==> src/rtl/cover_counter_bank.sv <==
// Coverage and reset harness: sequences meta/DUT reset, counts true/false cycles per
// coverage point with saturation, latches the first assertion, and streams counts out.
module cover_counter_bank #(
  parameter int N_COVER      = 75,
  parameter int N_ASSERT     = 52,
  parameter int CNT_W        = 8,
  parameter int META_CYCLES  = 1,
  parameter int RESET_CYCLES = 1,
  localparam int IDX_W  = (N_COVER > 1) ? $clog2(N_COVER) : 1,
  localparam int AIDX_W = (N_ASSERT > 1) ? $clog2(N_ASSERT) : 1
) (
  input  logic                clock,
  input  logic                reset,
  input  logic [N_COVER-1:0]  cover_in,
  input  logic [N_ASSERT-1:0] assert_in,
  input  logic                clear,
  input  logic                dump_start,
  output logic                meta_reset_out,
  output logic                dut_reset_out,
  output logic                out_valid,
  input  logic                out_ready,
  output logic [IDX_W-1:0]    out_index,
  output logic [CNT_W-1:0]    out_true_cnt,
  output logic [CNT_W-1:0]    out_false_cnt,
  output logic                out_last,
  output logic                assert_fired,
  output logic [AIDX_W-1:0]   assert_index,
  output logic                busy
);

  localparam logic [1:0] S_META = 2'd0;
  localparam logic [1:0] S_RST  = 2'd1;
  localparam logic [1:0] S_RUN  = 2'd2;
  localparam logic [1:0] S_DUMP = 2'd3;

  localparam int PH_MAX = (META_CYCLES > RESET_CYCLES) ? META_CYCLES : RESET_CYCLES;
  localparam int PH_W   = (PH_MAX > 1) ? $clog2(PH_MAX) : 1;
  localparam logic [PH_W-1:0]  META_LAST = PH_W'(META_CYCLES - 1);
  localparam logic [PH_W-1:0]  RST_LAST  = PH_W'(RESET_CYCLES - 1);
  localparam logic [IDX_W-1:0] IDX_LAST  = IDX_W'(N_COVER - 1);
  localparam logic [CNT_W-1:0] CNT_MAX   = '1;

  logic [1:0]       state_reg, state_next;
  logic [PH_W-1:0]  phase_reg, phase_next;
  logic [IDX_W-1:0] idx_reg, idx_next;

  logic [N_COVER-1:0][CNT_W-1:0] true_cnt_reg, true_cnt_next;
  logic [N_COVER-1:0][CNT_W-1:0] false_cnt_reg, false_cnt_next;

  logic              fired_reg;
  logic [AIDX_W-1:0] fired_idx_reg;
  logic [AIDX_W-1:0] first_idx;
  logic              any_assert;
  logic              in_run;
  logic              clear_en;
  logic              fire_en;
  logic              count_en;

  assign in_run     = (state_reg == S_RUN);
  assign any_assert = |assert_in;
  assign clear_en   = in_run && clear;
  assign fire_en    = in_run && !clear && any_assert && !fired_reg;
  // Once an assertion has fired, stimulus is no longer meaningful: freeze until clear.
  assign count_en   = in_run && !clear && !any_assert && !fired_reg;

  always_comb begin
    first_idx = '0;
    for (int i = N_ASSERT - 1; i >= 0; i--) begin
      if (assert_in[i]) first_idx = AIDX_W'(i);
    end
  end

  always_comb begin
    state_next = state_reg;
    phase_next = phase_reg;
    idx_next   = idx_reg;
    case (state_reg)
      S_META: begin
        if (phase_reg == META_LAST) begin
          state_next = S_RST;
          phase_next = '0;
        end else begin
          phase_next = phase_reg + PH_W'(1);
        end
      end
      S_RST: begin
        if (phase_reg == RST_LAST) begin
          state_next = S_RUN;
          phase_next = '0;
        end else begin
          phase_next = phase_reg + PH_W'(1);
        end
      end
      S_RUN: begin
        if (dump_start && !clear) begin
          state_next = S_DUMP;
          idx_next   = '0;
        end
      end
      default: begin
        if (out_ready) begin
          if (idx_reg == IDX_LAST) begin
            state_next = S_RUN;
            idx_next   = '0;
          end else begin
            idx_next = idx_reg + IDX_W'(1);
          end
        end
      end
    endcase
  end

  always_ff @(posedge clock or posedge reset) begin
    if (reset) begin
      state_reg      <= S_META;
      phase_reg      <= '0;
      idx_reg        <= '0;
      meta_reset_out <= 1'b1;
      dut_reset_out  <= 1'b1;
    end else begin
      state_reg      <= state_next;
      phase_reg      <= phase_next;
      idx_reg        <= idx_next;
      meta_reset_out <= (state_next == S_META);
      dut_reset_out  <= (state_next == S_META) || (state_next == S_RST);
    end
  end

  for (genvar gi = 0; gi < N_COVER; gi++) begin : g_cnt
    assign true_cnt_next[gi] =
      clear_en ? '0 :
      (count_en && cover_in[gi] && (true_cnt_reg[gi] != CNT_MAX)) ?
        true_cnt_reg[gi] + CNT_W'(1) : true_cnt_reg[gi];
    assign false_cnt_next[gi] =
      clear_en ? '0 :
      (count_en && !cover_in[gi] && (false_cnt_reg[gi] != CNT_MAX)) ?
        false_cnt_reg[gi] + CNT_W'(1) : false_cnt_reg[gi];
  end

  always_ff @(posedge clock or posedge reset) begin
    if (reset) begin
      true_cnt_reg  <= '0;
      false_cnt_reg <= '0;
      fired_reg     <= 1'b0;
      fired_idx_reg <= '0;
    end else begin
      true_cnt_reg  <= true_cnt_next;
      false_cnt_reg <= false_cnt_next;
      if (clear_en) begin
        fired_reg     <= 1'b0;
        fired_idx_reg <= '0;
      end else if (fire_en) begin
        fired_reg     <= 1'b1;
        fired_idx_reg <= first_idx;
      end
    end
  end

  always_comb begin
    out_true_cnt  = '0;
    out_false_cnt = '0;
    for (int i = 0; i < N_COVER; i++) begin
      if (idx_reg == IDX_W'(i)) begin
        out_true_cnt  = true_cnt_reg[i];
        out_false_cnt = false_cnt_reg[i];
      end
    end
  end

  // Decoded from the state register so an asynchronous reset drops the stream at once.
  assign out_valid    = (state_reg == S_DUMP);
  assign out_index    = idx_reg;
  assign out_last     = out_valid && (idx_reg == IDX_LAST);
  assign assert_fired = fired_reg;
  assign assert_index = fired_idx_reg;
  assign busy         = !in_run;

endmodule

==> config.mk <==
export PLATFORM = sky130hd
export DESIGN_NAME = cover_counter_bank
export DESIGN_NICKNAME = d
export VERILOG_FILES = /design/src/rtl/cover_counter_bank.sv
export SDC_FILE = /design/constraint.sdc
export NUM_CORES = 2
export LEC_CHECK = 0
export BUFFER_PORTS_ARGS = -buffer_cell sky130_fd_sc_hd__buf_2
export CAP_MARGIN = 20
export CORE_MARGIN = 8
export CORE_UTILIZATION = 25
export CTS_CLUSTER_SIZE = 40
export DETAILED_ROUTE_END_ITERATION = 16
export GPL_TIMING_DRIVEN = 1
export PLACE_DENSITY_LB_ADDON = 0.1
export REMOVE_ABC_BUFFERS = 1
export SYNTH_ARGS = -nofsm -noshare
export SYNTH_HDL_FRONTEND = slang
export SYNTH_SLANG_ARGS = --single-unit
==> constraint.sdc <==
create_clock -name clock -period 37.6 [get_ports clock]
set_input_delay 1.88 -clock clock [delete_from_list [all_inputs] [get_ports clock]]
set_output_delay 1.88 -clock clock [all_outputs]
set_load 0.02 [all_outputs]
==> results.py <==
metrics = {
    "routing": {
        "dr.first_iter.drc_count": 6087,
        "dr_total_vias": 63117,
        "drc": 0,
        "wire_per_inst_um": 26.4,
        "ant_nets": 0,
        "dr.pass1.iters": 8,
        "viasPerCell": 5.25,
        "drt_wl_total_mm": 317,
    },
    "logic_synthesis": {
        "synth_common_cells": "nor2_1 (1480), dfrtp_1 (1216), nand2_1 (975), xor2_1 (696), o21ai_0 (389)",
        "avgSynthCellArea_um2": 8.77,
        "synthesis.area_um2": 70100,
        "yosysUniqueCellTypes": 83,
        "yosysTopAreaCell": "dfrtp_1",
        "yosysMostFrequentCell": "nor2_1",
        "yosysWarnings": 0,
        "synth_area_leaders": "dfrtp_1 (43%), xor2_1 (8.7%), nor2_1 (7.9%)",
        "synth_top_area_frac": 0.434,
        "netlist_instances": 7988,
        "synthArstFlopShare": 1.00,
        "ys_ff_latch": 1218,
        "synth-seq-area-share": 0.435,
        "ys.flop_type": "dfrtp_1",
        "synth_edf_count": 0,
    },
    "global_route": {
        "grt_max_degree": 205,
        "grt-busiest-layer": "met2",
        "grt_usage": 0.204,
        "grt_pass1_vias": 60597,
        "grt_pass1_wl_mm": 454,
        "use_met2": 0.320,
        "grtUsageMet3": 0.0301,
        "antenna_found_initial": 24,
        "gr-total-overflow": 0,
        "global_route.usage.met1": 0.283,
    },
    "run": {
        "maxCapViolCount": 0,
    },
    "timing": {
        "tightest_slew_ns": 1.32,
        "setup_viol": 0,
        "hold_viol": 0,
        "post-route-min-period_ns": 8.69,
        "fin_crit_sh": 0.231,
        "maxSlewViolCount": 0,
        "fin_ws_ns": 28.91,
        "rsz0062_at_grt": "false",
        "skew_ns": 0.0495,
        "max_freq_mhz": 115,
        "slew_headroom": 0.122,
    },
    "pwr": {
        "swShare": 0.312,
        "p_sw_mw": 1.11,
        "comb_power_share": 0.155,
        "ir_drop_v": 0.0000313,
        "p_leak_nw": 36.8,
        "internal_power_mw": 2.44,
        "power_mw": 3.55,
        "sequentialPowerShare": 0.374,
        "power.density_nw_per_um2": 43.7,
        "clockPowerShare": 0.471,
    },
    "cells_and_area": {
        "final_area_um2": 81300,
        "fill_cells": 29839,
        "area_growth_pct": 16.0,
        "final_core_util": 0.291,
        "instances_no_fill": 12015,
        "drive_above_1_share": 0.0758,
        "fin_nets": 8443,
    },
    "hold_path": {
        "holdPathEnd": "assert_index[3]",
        "hold_path.startpoint": "assert_index[3]",
        "min_delay_path_depth": 2,
        "holdCritPathClass": "flop to flop",
    },
    "floorplan": {
        "core_area_um2": 279000,
        "die_x_um": 545,
        "io_pins": 167,
        "chipHeight_um": 545,
        "fp.dieArea_um2": 297000,
        "start_util": 0.251,
        "num_rows": 194,
    },
    "setup_path": {
        "r2r_end": "true_cnt_reg[285]",
        "required_ns": 35.72,
        "cp_max_fo": 17,
        "timing.rr.start": "state_reg[0]",
        "crit_arrival_ns": 6.81,
        "rr_worst_depth": 8,
        "worstSetupStartpoint": "out_index[0]",
        "end_kind": "output port",
        "criticalPathCategory": "flop to output port",
        "start_kind": "flop",
        "r2r_setup_slack_ns": 31.53,
    },
    "cts": {
        "clock_path_buffers": 4,
        "cts_inserted_buffers": 167,
        "cts_setup_buffers": 0,
        "cts_sinks": 1218,
        "cts-root-buf": "clkbuf_16",
        "htree_levels": 4,
        "clk_latency_ns": 0.85,
        "tritoncts": "yes",
        "path_clk_slew_ns": 0.06,
        "postCtsResizedCells": 0,
        "cts_hold_buf": 0,
    },
    "place": {
        "dp_hpwl_mm": 242,
        "postPlaceCellArea_um2": 75600,
        "place_inst": 11710,
        "place_congestion": 0.943,
        "io_buffers": 166,
        "dp_worst_setup_slack_ns": 29.98,
    },
    "run_status": {
        "status": "finished, final reports clean",
    },
}
## layer usage
metal / vias to the layer above / wire length (µm) / part of all wire
met5: - / 59 / 0.00019
met1: 31882 / 144000 / 0.45
met2: 2056 / 141000 / 0.45
met4: 10 / 13800 / 0.043
met3: 451 / 18200 / 0.058
li1: 28718 / - / -
## layout by cell type (no fill, tap or decap), types with 169 or more instances in the layout
cell type	n
dfrtp_1	1211
xnor2_1	179
nand2_1	975
xor2_1	696
clkbuf_16	169
nor2_1	1478
nand4_1	205
nand3_1	198
and3_1	271
a21oi_1	302
o21ai_0	389
or3_1	210
## layout make-up
cell class | count | area (µm²) | share of cell area
multi-input combinational | 6375 | 38200 | 0.470
sequential | 1218 | 30500 | 0.375
clock buffer | 248 | 4920 | 0.0605
tap | 3724 | 4660 | 0.0573
timing repair buffer | 298 | 1900 | 0.0234
clock inverter | 50 | 756 | 0.00930
inverter | 97 | 372 | 0.00457
antenna | 5 | 12.5 | 0.000154
## worst max-delay path by stage
stage / cells after the start / endpoint
finish: 10 / out_true_cnt[4]
global route: 10 / out_false_cnt[1]
CTS: 9 / out_false_cnt[1]
detailed placement: 9 / out_false_cnt[1]
global placement: 11 / out_true_cnt[0]
floorplan: 3 / false_cnt_reg[0]
## critical path, cell delays in order (launching register included)
cell,delay (ns)
dfrtp_1,0.48
ha_1,0.71
nor4b_2,1.01
nand2_1,0.52
o22ai_1,0.35
a21o_1,0.22
a31oi_1,0.23
o41ai_1,1.08
a211oi_1,0.38
or4_1,0.73
buf_2,0.24
## stage by stage
step | setup TNS [ns] | hold slack, ns
after CTS | 0 | 0.513
after global routing | 0 | 0.538
after global placement | 0 | 0.484
final | 0 | 0.507
after detailed placement | 0 | 0.502
after floorplan | -1825.82 | 0.460
## kinds of logic (layout without fill, tap and decap cells)
logic type	after synthesis	count (layout)	share of synthesized area
fa+ha+maj	154	154	0.0275
simple gates	3716	3716	0.243
flops	1218	1218	0.435
mux	151	151	0.0216
compound gates	1478	1478	0.142
other cells	1	6	0.0000535
xor+xnor	875	875	0.109
buf+inv	395	693	0.0214
## power by group through the flow
stage / sequential (mW) / clock, mW / combinational (mW)
CTS: 1.33 / 1.73 / 0.549
global placement: 1.35 / 0 / 0.546
global route: 1.33 / 1.77 / 0.568
finish: 1.33 / 1.67 / 0.552
floorplan: 1.36 / 0 / 0.217
detailed placement: 1.35 / 0 / 0.547
Power figures use the tool's default switching activity.
